==> src/rtl/work_dispatcher.sv <==
// Frame dispatcher for the Julia worker array: issues raster pixels to idle workers
// and round-robin arbitrates their finished results onto a single memory write port.
module work_dispatcher #(
    parameter int NUM_WORKERS = 4,
    parameter int WIDTH       = 640,
    parameter int HEIGHT      = 480,
    parameter int XW          = 10,
    parameter int YW          = 9,
    localparam int IW         = (NUM_WORKERS > 1) ? $clog2(NUM_WORKERS) : 1
) (
    input  logic                   clk,
    input  logic                   n_rst,
    input  logic                   frame_start,
    input  logic [NUM_WORKERS-1:0] JW_ready,
    input  logic [NUM_WORKERS-1:0] JW_done,
    input  logic                   mc_ack,
    output logic [NUM_WORKERS-1:0] JW_start,
    output logic [XW-1:0]          pix_x,
    output logic [YW-1:0]          pix_y,
    output logic [NUM_WORKERS-1:0] MC_busy,
    output logic                   mc_req,
    output logic [IW-1:0]          mc_sel,
    output logic [XW-1:0]          mc_x,
    output logic [YW-1:0]          mc_y,
    output logic                   busy,
    output logic                   frame_done
);

    typedef enum logic [1:0] {IDLE, DISPATCH, DRAIN, DONE} main_state_t;
    typedef enum logic [1:0] {W_ARB, W_REQ, W_REL} wr_state_t;

    main_state_t state, state_n;
    wr_state_t   wstate, wstate_n;

    logic [NUM_WORKERS-1:0] active, active_n;
    logic [XW-1:0]          x, x_n;
    logic [YW-1:0]          y, y_n;
    logic [IW-1:0]          rr, rr_n;

    logic [NUM_WORKERS-1:0] jw_start_n, mc_busy_n;
    logic [XW-1:0]          pix_x_n, mc_x_n;
    logic [YW-1:0]          pix_y_n, mc_y_n;
    logic                   mc_req_n, busy_n, frame_done_n;
    logic [IW-1:0]          mc_sel_n;

    logic [XW-1:0] coord_x [NUM_WORKERS];
    logic [YW-1:0] coord_y [NUM_WORKERS];

    logic [NUM_WORKERS-1:0] eligible, cand, set_mask, clr_mask;
    logic                   issue_found, grant_found, coord_we;
    logic [IW-1:0]          issue_idx, grant_idx, scan_idx;
    int                     scan_sum;

    always_comb begin
        // NOTE: every variable gets a default before any branch, so no path leaves one
        // unassigned and no latch is inferred.
        state_n      = state;
        wstate_n     = wstate;
        x_n          = x;
        y_n          = y;
        rr_n         = rr;
        jw_start_n   = '0;
        pix_x_n      = pix_x;
        pix_y_n      = pix_y;
        mc_busy_n    = MC_busy;
        mc_req_n     = mc_req;
        mc_sel_n     = mc_sel;
        mc_x_n       = mc_x;
        mc_y_n       = mc_y;
        frame_done_n = 1'b0;
        set_mask     = '0;
        clr_mask     = '0;
        coord_we     = 1'b0;
        issue_found  = 1'b0;
        issue_idx    = '0;
        grant_found  = 1'b0;
        grant_idx    = rr;
        scan_sum     = 0;
        scan_idx     = '0;

        // A worker stays ineligible from issue until its release has cleared active.
        eligible = JW_ready & ~active;
        cand     = JW_done & active;

        for (int i = NUM_WORKERS - 1; i >= 0; i--) begin
            if (eligible[i]) begin
                issue_found = 1'b1;
                issue_idx   = IW'(i);
            end
        end

        for (int k = 0; k < NUM_WORKERS; k++) begin
            scan_sum = int'(rr) + k;
            if (scan_sum >= NUM_WORKERS) scan_sum = scan_sum - NUM_WORKERS;
            scan_idx = IW'(scan_sum);
            if (!grant_found && cand[scan_idx]) begin
                grant_found = 1'b1;
                grant_idx   = scan_idx;
            end
        end

        case (state)
            IDLE: begin
                if (frame_start) begin
                    state_n = DISPATCH;
                    x_n     = '0;
                    y_n     = '0;
                end
            end
            DISPATCH: begin
                if (issue_found) begin
                    jw_start_n[issue_idx] = 1'b1;
                    set_mask[issue_idx]   = 1'b1;
                    pix_x_n  = x;
                    pix_y_n  = y;
                    coord_we = 1'b1;
                    if (x == XW'(WIDTH - 1)) begin
                        if (y == YW'(HEIGHT - 1)) begin
                            state_n = DRAIN;
                        end else begin
                            x_n = '0;
                            y_n = y + 1'b1;
                        end
                    end else begin
                        x_n = x + 1'b1;
                    end
                end
            end
            DRAIN: begin
                if (active == '0 && wstate == W_ARB) begin
                    state_n      = DONE;
                    frame_done_n = 1'b1;
                end
            end
            default: state_n = IDLE;
        endcase

        case (wstate)
            W_ARB: begin
                if (grant_found) begin
                    wstate_n = W_REQ;
                    mc_req_n = 1'b1;
                    mc_sel_n = grant_idx;
                    mc_x_n   = coord_x[grant_idx];
                    mc_y_n   = coord_y[grant_idx];
                end
            end
            W_REQ: begin
                if (mc_ack) begin
                    wstate_n          = W_REL;
                    mc_req_n          = 1'b0;
                    mc_busy_n[mc_sel] = 1'b0;
                end
            end
            W_REL: begin
                wstate_n         = W_ARB;
                mc_busy_n        = '1;
                clr_mask[mc_sel] = 1'b1;
                rr_n = (mc_sel == IW'(NUM_WORKERS - 1)) ? '0 : mc_sel + 1'b1;
            end
            default: wstate_n = W_ARB;
        endcase

        active_n = (active | set_mask) & ~clr_mask;
        busy_n   = (state_n != IDLE);
    end

    always_ff @(posedge clk) begin
        // NOTE: sequential state uses non-blocking assignments so every register
        // updates from the values present before the edge.
        if (!n_rst) begin
            state      <= IDLE;
            wstate     <= W_ARB;
            active     <= '0;
            x          <= '0;
            y          <= '0;
            rr         <= '0;
            JW_start   <= '0;
            pix_x      <= '0;
            pix_y      <= '0;
            MC_busy    <= '1;
            mc_req     <= 1'b0;
            mc_sel     <= '0;
            mc_x       <= '0;
            mc_y       <= '0;
            busy       <= 1'b0;
            frame_done <= 1'b0;
        end else begin
            state      <= state_n;
            wstate     <= wstate_n;
            active     <= active_n;
            x          <= x_n;
            y          <= y_n;
            rr         <= rr_n;
            JW_start   <= jw_start_n;
            pix_x      <= pix_x_n;
            pix_y      <= pix_y_n;
            MC_busy    <= mc_busy_n;
            mc_req     <= mc_req_n;
            mc_sel     <= mc_sel_n;
            mc_x       <= mc_x_n;
            mc_y       <= mc_y_n;
            busy       <= busy_n;
            frame_done <= frame_done_n;
        end
    end

    // NOTE: the coordinate store has no reset; an entry is only read once its
    // active bit is set, which happens on the same edge that writes it.
    always_ff @(posedge clk) begin
        if (coord_we) begin
            coord_x[issue_idx] <= x;
            coord_y[issue_idx] <= y;
        end
    end

endmodule

==> config.mk <==
export PLATFORM = sky130hd
export DESIGN_NAME = work_dispatcher
export DESIGN_NICKNAME = d
export VERILOG_FILES = /design/src/rtl/work_dispatcher.sv
export SDC_FILE = /design/constraint.sdc
export NUM_CORES = 1
export LEC_CHECK = 0
export BUFFER_PORTS_ARGS = -buffer_cell sky130_fd_sc_hd__buf_2
export CELL_PAD_IN_SITES_DETAIL_PLACEMENT = 1
export CELL_PAD_IN_SITES_GLOBAL_PLACEMENT = 2
export CORE_ASPECT_RATIO = 0.6
export CORE_MARGIN = 10
export CORE_UTILIZATION = 42
export CTS_CLUSTER_SIZE = 28
export DETAILED_ROUTE_END_ITERATION = 10
export PLACE_DENSITY_LB_ADDON = 0.1
export REMOVE_ABC_BUFFERS = 1
export SKIP_CTS_REPAIR_TIMING = 1
export SLEW_MARGIN = 20
export SYNTH_ARGS = -nofsm -noshare
export SYNTH_HDL_FRONTEND = slang
export SYNTH_SLANG_ARGS = --single-unit
==> constraint.sdc <==
create_clock -name clk -period 4.9 [get_ports clk]
set_clock_uncertainty 0.05 [all_clocks]
set_input_delay 0.98 -clock clk [delete_from_list [all_inputs] [get_ports clk]]
set_output_delay 0.98 -clock clk [all_outputs]
set_load 0.02 [all_outputs]
# Word level (Yosys, flattened, before mapping)
# Memory sizes are Yosys's and may differ from the RTL's. A register that Yosys moved wholly into a read port is not among the register bits.
# Cells that the tools add are included.
[classes]
n_bitwise = 8
n_reduce_logical = 26
mux = 65
magnitude_cmp = 12
n_eq_ne = 14
add_sub_neg = 10
[ops]
columns = ["cell", "count"]
rows = [
  ["10-bit two-way mux", 4],
  ["2-bit two-way mux", 20],
  ["9-bit two-way mux", 4],
  ["1-bit two-way mux", 21],
  ["10-bit one-hot mux with 2 select lines", 1],
  ["2-bit by 3-bit less-than comparator with 1-bit output, second input constant", 6],
  ["9-bit one-hot mux with 2 select lines", 1],
  ["4-bit AND", 4],
  ["4-bit two-way mux", 4],
  ["2-bit inequality test, second input constant", 6],
  ["4-bit NOT", 3],
  ["10-bit by 1-bit adder with 10-bit output, second input constant", 1],
  ["10-bit equality test, second input constant", 1],
  ["2-bit AND reduction", 5],
  ["9-bit by 1-bit adder with 9-bit output, second input constant", 1],
  ["9-bit equality test, second input constant", 1],
  ["3-bit >= comparator, second input constant", 3],
  ["1-bit binary-select mux with 2-bit select", 4],
  ["4-bit one-hot mux with 2 select lines", 1],
  ["2-bit nonzero test", 4],
  ["2-bit by 1-bit subtractor with 2-bit output, second input constant", 4],
  ["2-bit by 2-bit adder with 3-bit output, second input constant", 2],
  ["2-bit equality test, second input constant", 3],
  ["1-bit logical AND", 6],
  ["other kinds (17)", 25],
]
[totals]
output_inout_bits = 51
ramBits = 76
memories = 2
reg_bits = 61
in_bits = 12
[mem_list]
columns = ["name", "depth", "word_bits", "rd", "rd_clocked_by_memory_dff", "wr", "line_no", "source"]
rows = [
  ["coord_x", 4, 10, 1, 1, 1, "46", "logic [XW-1:0] coord_x [NUM_WORKERS];"],
  ["coord_y", 4, 9, 1, 1, 1, "47", "logic [YW-1:0] coord_y [NUM_WORKERS];"],
]

# Depth between registers and ports, before layout
# Gate-level depths: netlist of the first run.
[depth]
depth_word = 16
mapped_depth = 8
mapped_depth_nobuf = 6

# Least setup slack after synthesis of the first run
# No wires, ideal clock.
[synth_timing]
path_kind = "input to register"
startpoint = "input port JW_ready[0]"
endpoint = "memory coord_x[2][0] (enable)"
required_time_ps = 4423
setup_slack_ps = 1615
stages = 3
arrival_time_ps = 2808
setup_time_ps = 427
path_cell_list = "nand2b_1 -> nand2_1 -> nor3b_1"
[synth_between]
elab_chain_cells = 6
elab_cells_between_ends = 7
classes_between = "mux (6); bitwise (1)"
[synth_rtl]
columns = ["item", "line_no", "source"]
rows = [
  ["start, declared", "14", "input logic [NUM_WORKERS-1:0] JW_ready,"],
  ["4-bit AND *", "82", "eligible = JW_ready & ~active;"],
  ["1-bit two-way mux", "86", "if (eligible[i]) begin"],
  ["1-bit two-way mux", "111", "if (issue_found) begin"],
  ["1-bit two-way mux", "102", "case (state)"],
  ["1-bit two-way mux", "211", "if (coord_we) begin"],
  ["1-bit two-way mux (not written as such)", "212", "coord_x[issue_idx] <= x;"],
  ["end, declared", "46", ""],
]
# Every way passes the cells marked *; elsewhere a longest branch is shown, timed or not.

# Final worst setup path of the first run
[layout_timing]
startpoint = "input port JW_done[0]"
endpoint = "register mc_y[3], read port of coord_y"
[layout_between]
elab_chain_cells = 14
elab_cells_between_ends = 24
classes_between = "mux (16); bitwise (1); reduce/logical (7)"
[layout_rtl]
columns = ["item", "line_no", "source"]
rows = [
  ["start, declared", "15", "input logic [NUM_WORKERS-1:0] JW_done,"],
  ["4-bit AND *", "83", "cand = JW_done & active;"],
  ["1-bit binary-select mux with 2-bit select", "96", "if (!grant_found && cand[scan_idx]) begin"],
  ["1-bit two-way mux (not written as such)", "96", ""],
  ["1-bit two-way mux", "96", ""],
  ["1-bit logical NOT", "96", ""],
  ["1-bit logical AND", "96", ""],
  ["1-bit two-way mux", "96", ""],
  ["1-bit logical NOT", "96", ""],
  ["1-bit logical AND", "96", ""],
  ["1-bit two-way mux", "96", ""],
  ["1-bit logical NOT", "96", ""],
  ["1-bit logical AND", "96", ""],
  ["1-bit two-way mux", "96", ""],
  ["2-bit AND reduction (no line)", "--", ""],
  ["end, declared", "24", "output logic [YW-1:0] mc_y,"],
]
# Every way passes the cells marked *; elsewhere a longest branch is shown, timed or not. The select of a mux whose other input is x is not followed.
# A chain may end at the register's enable or synchronous reset.

==> impl_results.rst, run 1 <==
.. list-table::
   :header-rows: 1

   * - Metric
     - Value
   * - Outcome
     - completed
   * - Slowest cell delay on critical path
     - 0.62 ns
   * - Wire length of the first global-routing pass
     - 27.66 mm
   * - Worst hold-check path type
     - reg2reg
   * - Cell with the largest stage delay on the worst path
     - a21oi_4
   * - Rel. slew slack
     - 29.04%
   * - Overflow left after global routing
     - 0
   * - Remaining antenna violation count
     - 0
   * - Die outline height
     - 117.2 um
   * - Post-Syn Area
     - 6611 sq um
   * - Final HPWL DP
     - around 11 mm
   * - Fin nets
     - 654
   * - Overall die area
     - 21320 sq um
   * - Clock transition at the registers of the reported paths
     - 0.07 ns
   * - Required time at the endpoint of the critical path
     - 5.14 ns
   * - Post-synthesis cell type count
     - 59
   * - Unrepaired setup endpoints after global routing
     - no
   * - Final hold vios
     - 0
   * - Fraction of synthesized cell area taken by the top area cell type
     - 34.52%
   * - Top_reg_cell synth
     - dfxtp_1
   * - CTS tree
     - yes
   * - Setup_tns
     - 0 ns
   * - Core utilization of the finished layout
     - 49.73%
   * - Cell chain of the critical path
     - buf_2 -> nand2_1 -> o221ai_1 -> a21oi_4 -> buf_16 -> buf_4 -> mux2i_1 -> o211ai_1
   * - Syn-to-layout area delta
     - 15.61%
   * - Data arrival, critical path
     - between 2 and 3 ns
   * - Cell type contributing the most total cell area after synthesis
     - edfxtp_1
   * - Critical path start-end classification
     - in2reg
   * - Number of CTS-inserted buffers
     - 17
   * - Aggregate global-route resource usage
     - 16.61%
   * - Detailed-routing iteration count for the pre-antenna-repair pass
     - 4
   * - Async set-or-reset flop fraction in the synthesized netlist
     - 0%
   * - Syn avg cell area
     - 11.32 sq um
   * - Highest net fanout along the worst path
     - 15
   * - Peak supply drop
     - 0.2649 mV
   * - Largest net degree at the start of global routing
     - 37
   * - Standard cell core area
     - about 15000 sq um
   * - Port Buffers
     - 62
   * - Most instantiated cells after synthesis
     - 85 x nand2_1, 80 x dfxtp_1, 76 x edfxtp_1
   * - Leak Pwr
     - 2.727 nW
   * - Fill cells
     - 1656
   * - #FFs+latches synth
     - 156
   * - Number of antenna violations at the first check in global routing
     - 0
   * - Antenna diode count
     - 0
   * - Number of vias per cell
     - 5.550
   * - Number of global-route vias before repair
     - between 4000 and 5000
   * - Longest Clk Path Bufs
     - 2
   * - Die span in x
     - ~180 um
   * - Crit path capture type
     - register
   * - Starting Density
     - between 40% and 50%
   * - Total Power Consumption
     - 2.856 mW
   * - Iteration-0 DRC Markers
     - 365
   * - Top-level port count
     - 63
   * - Row cnt
     - 35
   * - Most common cell in the synthesized netlist
     - nand2_1
   * - H-tree depth reported by CTS
     - 4
   * - Pin slew with the least headroom to its limit
     - 1.064 ns
   * - EDFF count, synth
     - 76
   * - Root Driver
     - clkbuf_16
   * - Final clock period utilization by the worst path
     - 54.87%
   * - Max Clk Rate
     - 0.3719 GHz
   * - Power density over the cells
     - 373.6 nW/um^2
   * - Post-synthesis cell count
     - 584
   * - Post-detailed-routing wire length
     - 17.49 mm
   * - Min Clock Period, post-route
     - roughly 2.7 ns
   * - Clock latency at the later pin of the worst-skew pair
     - 0.42 ns
   * - Avg WL per Cell
     - 20.53 um
   * - Final-report setup violation count
     - 0
   * - Synth area leaders
     - edfxtp_1 35%, dfxtp_1 24%, mux2i_1 6.5%
   * - Overall via count from detail_route
     - around 4700
   * - Reported max-cap violation count
     - 0
   * - Yosys synthesis warning count
     - 0
   * - Weighted congestion reported at the end of routability-driven placement
     - 0.8151
   * - Final routed DRC violation total
     - 0
   * - Sort of element at the start of the critical path
     - input pin
   * - Fraction of final layout cells with drive strength greater than 1
     - a little under a fifth
   * - Sink Count
     - 156
   * - Sequential cell area fraction in the yosys report
     - around three fifths
   * - Pins Over Slew Limit
     - 0
==> critical path, delay by kind of cell <==
family / cells / cell delay, ns
AOI/OAI and AO/OA: 3 / 0.92
buffers and inverters: 3 / 0.63
muxes: 1 / 0.23
and+or+nand+nor: 1 / 0.15
==> final timing paths <==
path	startpoint	endpoint	slack, ns	depth (start not counted)
setup / recovery	JW_done[0]	mc_y[3]	2.21	8
hold / removal	pix_x[9]	pix_x[9]	0.41	2
setup reg to reg	active[3]	mc_y[3]	2.27	7
hold reg to reg	pix_x[9]	pix_x[9]	0.41	2
==> cell families (layout without fill, tap and decap cells) <==
logic type / count (synthesis) / in the layout / share of synthesized area, %
buffers and inverters: 45 / 110 / 3.160
adder cells (fa/ha/maj): 6 / 6 / 1.135
flip-flops: 156 / 156 / 58.74
AND/OR/NAND/NOR: 196 / 196 / 14.78
multiplexers: 43 / 43 / 6.510
AO/OA/AOI/OAI: 138 / 138 / 15.67
==> flip-flops by register name, indices dropped and copies added, names as in the netlist <==
name and flops:
mc_sel 2, MC_busy 4, coord_y 36, JW_start 4, active 4, coord_x 40
mc_x 10, pix_y 9, x 10, busy 1, rr 2, wstate 2
mc_y 9, y 9, frame_done 1, pix_x 10, mc_req 1, state 2
==> routing by layer <==
layer | global-route usage [%] | wire length, um | vias to the layer above
met3 | 4.237 | 1001 | 8
met1 | 22.76 | 8522 | 2370
met4 | 4.479 | 102 | 0
met5 | 0 | 0 | -
met2 | 25.64 | 7864 | 83
li1 | - | - | 2268
==> layout make-up <==
type / instances / area, sq um / share of cell area, %
Clock buffer: 17 / 425.4 / 5.566
Clock inverter: 15 / 113.9 / 1.490
Inverter: 7 / 26.28 / 0.3438
Multi-Input combinational cell: 383 / 2542 / 33.26
Sequential cell: 156 / 3884 / 50.81
Tap cell: 203 / 254.0 / 3.323
Timing Repair Buffer: 71 / 397.9 / 5.205
==> metrics by stage <==
| step | cell area [sq um] | std cells | hold slack (ns) | setup slack, ns |
|---|---|---|---|---|
| after detailed placement | 7077 | 819 | 0.4075 | 1.495 |
| after CTS | 7616 | 851 | 0.4173 | 1.946 |
| final | 7644 | 852 | 0.4125 | 2.211 |
| after global placement | 7077 | 819 | 0.4010 | 1.602 |
| after global routing | 7644 | 852 | 0.4340 | 2.058 |
| after floorplan | 6429 | 546 | 0.4391 | 1.363 |
==> placed cells by master (no fill, tap or decap), drive strengths merged, types with 2 or more instances in the layout <==
cell type,netlist,layout
and2,10,10
nor2,19,19
buf,15,71
nand4b,2,2
a2111o,2,2
o211ai,11,11
clkinvlp,0,4
o21ai,24,24
a22o,2,2
a41oi,2,2
a221oi,11,11
o22ai,3,3
a31oi,3,3
dfxtp,80,80
and4,3,3
nand2b,9,9
or3,7,7
clkinv,0,6
nand3b,3,3
a21oi,17,17
o221ai,2,2
clkbuf,23,17
nor3b,3,3
nand4,7,7
o211a,3,3
nor3,4,4
nor2b,9,9
o21a,3,3
mux2i,43,43
nand2,86,86
ha,6,6
a21boi,27,27
o2111ai,2,2
a211oi,20,20
edfxtp,76,76
a22oi,2,2
and3,4,4
inv,7,12
nand3,26,26
==> power breakdown <==
group          switching, mW  internal, mW
logic                  0.141        0.0709
registers             0.0278          1.40
clock network          0.566         0.654
(Power assumes the default switching activity.)
==> inputs of run 2 (changes only) <==
--- a/config.mk
+++ b/config.mk
@@ -10,7 +10,7 @@
 export CELL_PAD_IN_SITES_GLOBAL_PLACEMENT = 2
 export CORE_ASPECT_RATIO = 0.6
 export CORE_MARGIN = 10
-export CORE_UTILIZATION = 42
+export CORE_UTILIZATION = 39
 export CTS_CLUSTER_SIZE = 28
 export DETAILED_ROUTE_END_ITERATION = 10
 export PLACE_DENSITY_LB_ADDON = 0.1
==> constraint.sdc (replaced) <==
create_clock -name clk -period 2.6 [get_ports clk]
set_clock_uncertainty 0.05 [all_clocks]
set_input_delay 0.52 -clock clk [delete_from_list [all_inputs] [get_ports clk]]
set_output_delay 0.52 -clock clk [all_outputs]
set_load 0.02 [all_outputs]
==> run 2 against run 1 <==
Effect of this change:
- combinational power up 110%
- total power up 88%
- highest routed layer unchanged
- die area up 6.6%
- utilization down 2.0 points
- count of clock-buffer cells in the layout up 4
==> impl_results.rst, run 2 (synthesized netlist as in run 1, its figures left out) <==
.. list-table::
   :header-rows: 1

   * - Metric
     - Value
   * - Fraction of final layout cells with drive strength greater than 1
     - 20.95% (+2.8 points)
   * - Peak supply drop
     - 0.3296 mV (+24%)
   * - Leading cell type in the layout, fill and taps excluded
     - nand2_1
   * - Worst slack at placement
     - 0.2478 ns (-1.247 ns)
   * - Reg with most FFs
     - coord_x
   * - Min Clock Period, post-route
     - 2.296 ns
   * - Number of antenna violations at the first check in global routing
     - 0 (unchanged)
   * - Sink Count
     - 156 (unchanged)
   * - Slowest cell delay on critical path
     - 0.53 ns (-0.09 ns)
   * - Pins Over Slew Limit
     - 0 (unchanged)
   * - Final HPWL DP
     - 12.46 mm (+9.4%)
   * - Number of vias per cell
     - 5.446 (-1.9%)
   * - Power density over the cells
     - 683.5 nW/um^2 (+83%)
   * - Remaining antenna violation count
     - 0 (unchanged)
   * - Max reg flops
     - 40 (unchanged)
   * - Post-detailed-routing wire length
     - 18.21 mm (+4.1%)
   * - Critical path start-end classification
     - reg2reg
   * - Final routed DRC violation total
     - 0 (unchanged)
   * - Aggregate global-route resource usage
     - 16.53% (-0.078 points)
   * - Top-level port count
     - 63 (unchanged)
   * - Final-report setup violation count
     - 0 (unchanged)
   * - H-tree depth reported by CTS
     - 4 (unchanged)
   * - Overflow left after global routing
     - 0 (unchanged)
   * - Die span in x
     - 188.1 um (+3.4%)
   * - Sort of element at the start of the critical path
     - register
   * - Outcome
     - completed
   * - Switching power share of the total
     - 24.42% (-1.3 points)
   * - Unrepaired setup endpoints after global routing
     - no
   * - Weighted congestion reported at the end of routability-driven placement
     - 0.8000 (-1.9%)
   * - Crit path capture type
     - register
   * - Share of power burned in registers
     - 49.9% (about the same)
   * - Internal power of the cells
     - 4.050 mW (+91%)
   * - Starting Density
     - 40.21% (-2.8 points)
   * - Setup_tns
     - 0 ns (unchanged)
   * - Antenna diode count
     - 0 (unchanged)
   * - Longest Clk Path Bufs
     - 2 (unchanged)
   * - Switching power of the nets
     - 1.308 mW (+78%)
   * - Iteration-0 DRC Markers
     - 318 (-13%)
   * - Uppermost signal routing layer after detailed routing
     - met4
   * - Largest net degree at the start of global routing
     - 40 (+8.1%)
   * - Top Registers
     - coord_x x40, coord_y x36
   * - Fill cells
     - 1796 (+8.5%)
   * - Clock transition at the registers of the reported paths
     - 0.06 ns (about the same)
   * - Port Buffers
     - 62 (unchanged)
   * - Final clock period utilization by the worst path
     - 88.32%
   * - Total Power Consumption
     - 5.358 mW (+88%)
   * - Avg WL per Cell
     - 20.21 um (-1.5%)
   * - Sum of routed wire segments on met1
     - 8.927 mm (+4.8%)
   * - Proportion of power drawn by combinational gates
     - 8.2% (+0.8 points)
   * - Syn-to-layout area delta
     - 18.57%
   * - Commonest cells after routing, fill and taps aside
     - 85 x nand2_1, 80 x dfxtp_1, 76 x edfxtp_1
   * - Max Clk Rate
     - 0.4355 GHz
   * - Fin nets
     - 678 (+3.7%)
   * - Post-route setup slack
     - 0.3036 ns (-1.908 ns)
   * - Part of the power in the clock network
     - 41.9% (-0.8 points)
   * - Final hold vios
     - 0 (unchanged)
   * - Cell with the largest stage delay on the worst path
     - a41oi_4
   * - Routed met3 length
     - 1.002 mm (about the same)
   * - Number of CTS-inserted buffers
     - 17 (unchanged)
   * - Overall die area
     - 22730 sq um (+6.6%)
   * - Overall via count from detail_route
     - 4907 (+3.8%)
   * - Data arrival, critical path
     - 2.59 ns (-0.34 ns)
   * - Required time at the endpoint of the critical path
     - 2.90 ns (-2.24 ns)
   * - Rel. slew slack
     - 36.16% (+7.1 points)
   * - Root Driver
     - clkbuf_16
   * - Highest net fanout along the worst path
     - 14 (-1)
   * - CTS tree
     - yes
   * - Detailed-routed wire length on met2
     - 8.202 mm (+4.3%)
   * - Reported max-cap violation count
     - 0 (unchanged)
   * - Row cnt
     - 36 (+2.9%)
   * - Leak Pwr
     - 2.844 nW (+4.3%)
   * - Clock latency at the later pin of the worst-skew pair
     - 0.42 ns (about the same)
   * - Die outline height
     - 120.9 um (+3.1%)
   * - Worst hold-check path type
     - in2reg
   * - Number of global-route vias before repair
     - 5167 (+6.2%)
   * - Pin slew with the least headroom to its limit
     - 0.9576 ns (-0.1068 ns)
   * - Cell chain of the critical path
     - nand2b_1 -> a41oi_4 -> o21ai_2 -> buf_4 -> a211oi_1 -> mux2i_1
   * - Wire length of the first global-routing pass
     - 29.62 mm (+7.1%)
   * - Standard cell core area
     - 16440 sq um (+7.0%)
   * - Detailed-routing iteration count for the pre-antenna-repair pass
     - 4 (unchanged)
## run 2: cell type report
cell class,count,area [sq um],share of cell area [%]
clock buffer,21,460.4,5.874
clock inverter,11,70.07,0.8939
inverter,7,26.28,0.3352
multi-input combinational,383,2542,32.43
sequential,156,3884,49.55
tap,228,285.3,3.639
timing repair buffer,95,570.5,7.279
## run 2: critical path: cells and delay by family, from the launching register on
family	cells	cell delay [ns]
AND/OR/NAND/NOR	1	0.28
AO/OA/AOI/OAI	3	1.00
flip-flops	1	0.47
multiplexers	1	0.21
buffers and inverters	1	0.20
## run 2: worst paths after layout
path                             startpoint        to  slack (ns)  cells past startpoint
worst max-delay path               state[0]      x[5]        0.30                      6
worst min register to register     pix_x[5]  pix_x[5]        0.41                      2
worst min-delay path            frame_start      busy        0.33                      3
worst max register to register     state[0]      x[5]        0.30                      6
## run 2: layer usage
layer / GRT usage, % / up-vias
li1: - / 2315
met1: 22.61 / 2486
met2: 25.66 / 98
met3: 4.478 / 8
met4: 3.582 / 0
met5: 0 / -
## run 2: power by group through the flow
| stage | logic, mW | registers (mW) | clock network [mW] |
|---|---|---|---|
| finish | 0.437 | 2.67 | 2.25 |
| global route | 0.481 | 2.68 | 2.42 |
| CTS | 0.442 | 2.67 | 2.30 |
| detailed placement | 0.440 | 2.73 | 0 |
| global placement | 0.433 | 2.72 | 0 |
| floorplan | 0.213 | 2.76 | 0 |
## run 2: per-stage QoR
stage / cell area, sq um / hold WS, ns / util [%] / instances
2_1_floorplan: 6429 / 0.4391 / - / 546
3_3_place_gp: 7308 / 0.4007 / 44.45 / 869
3_5_place_dp: 7308 / 0.4044 / 44.45 / 869
4_1_cts: 7839 / 0.3266 / 47.68 / 901
5_1_grt: 7839 / 0.3396 / 47.68 / 901
6_report: 7839 / 0.3329 / 47.68 / 901
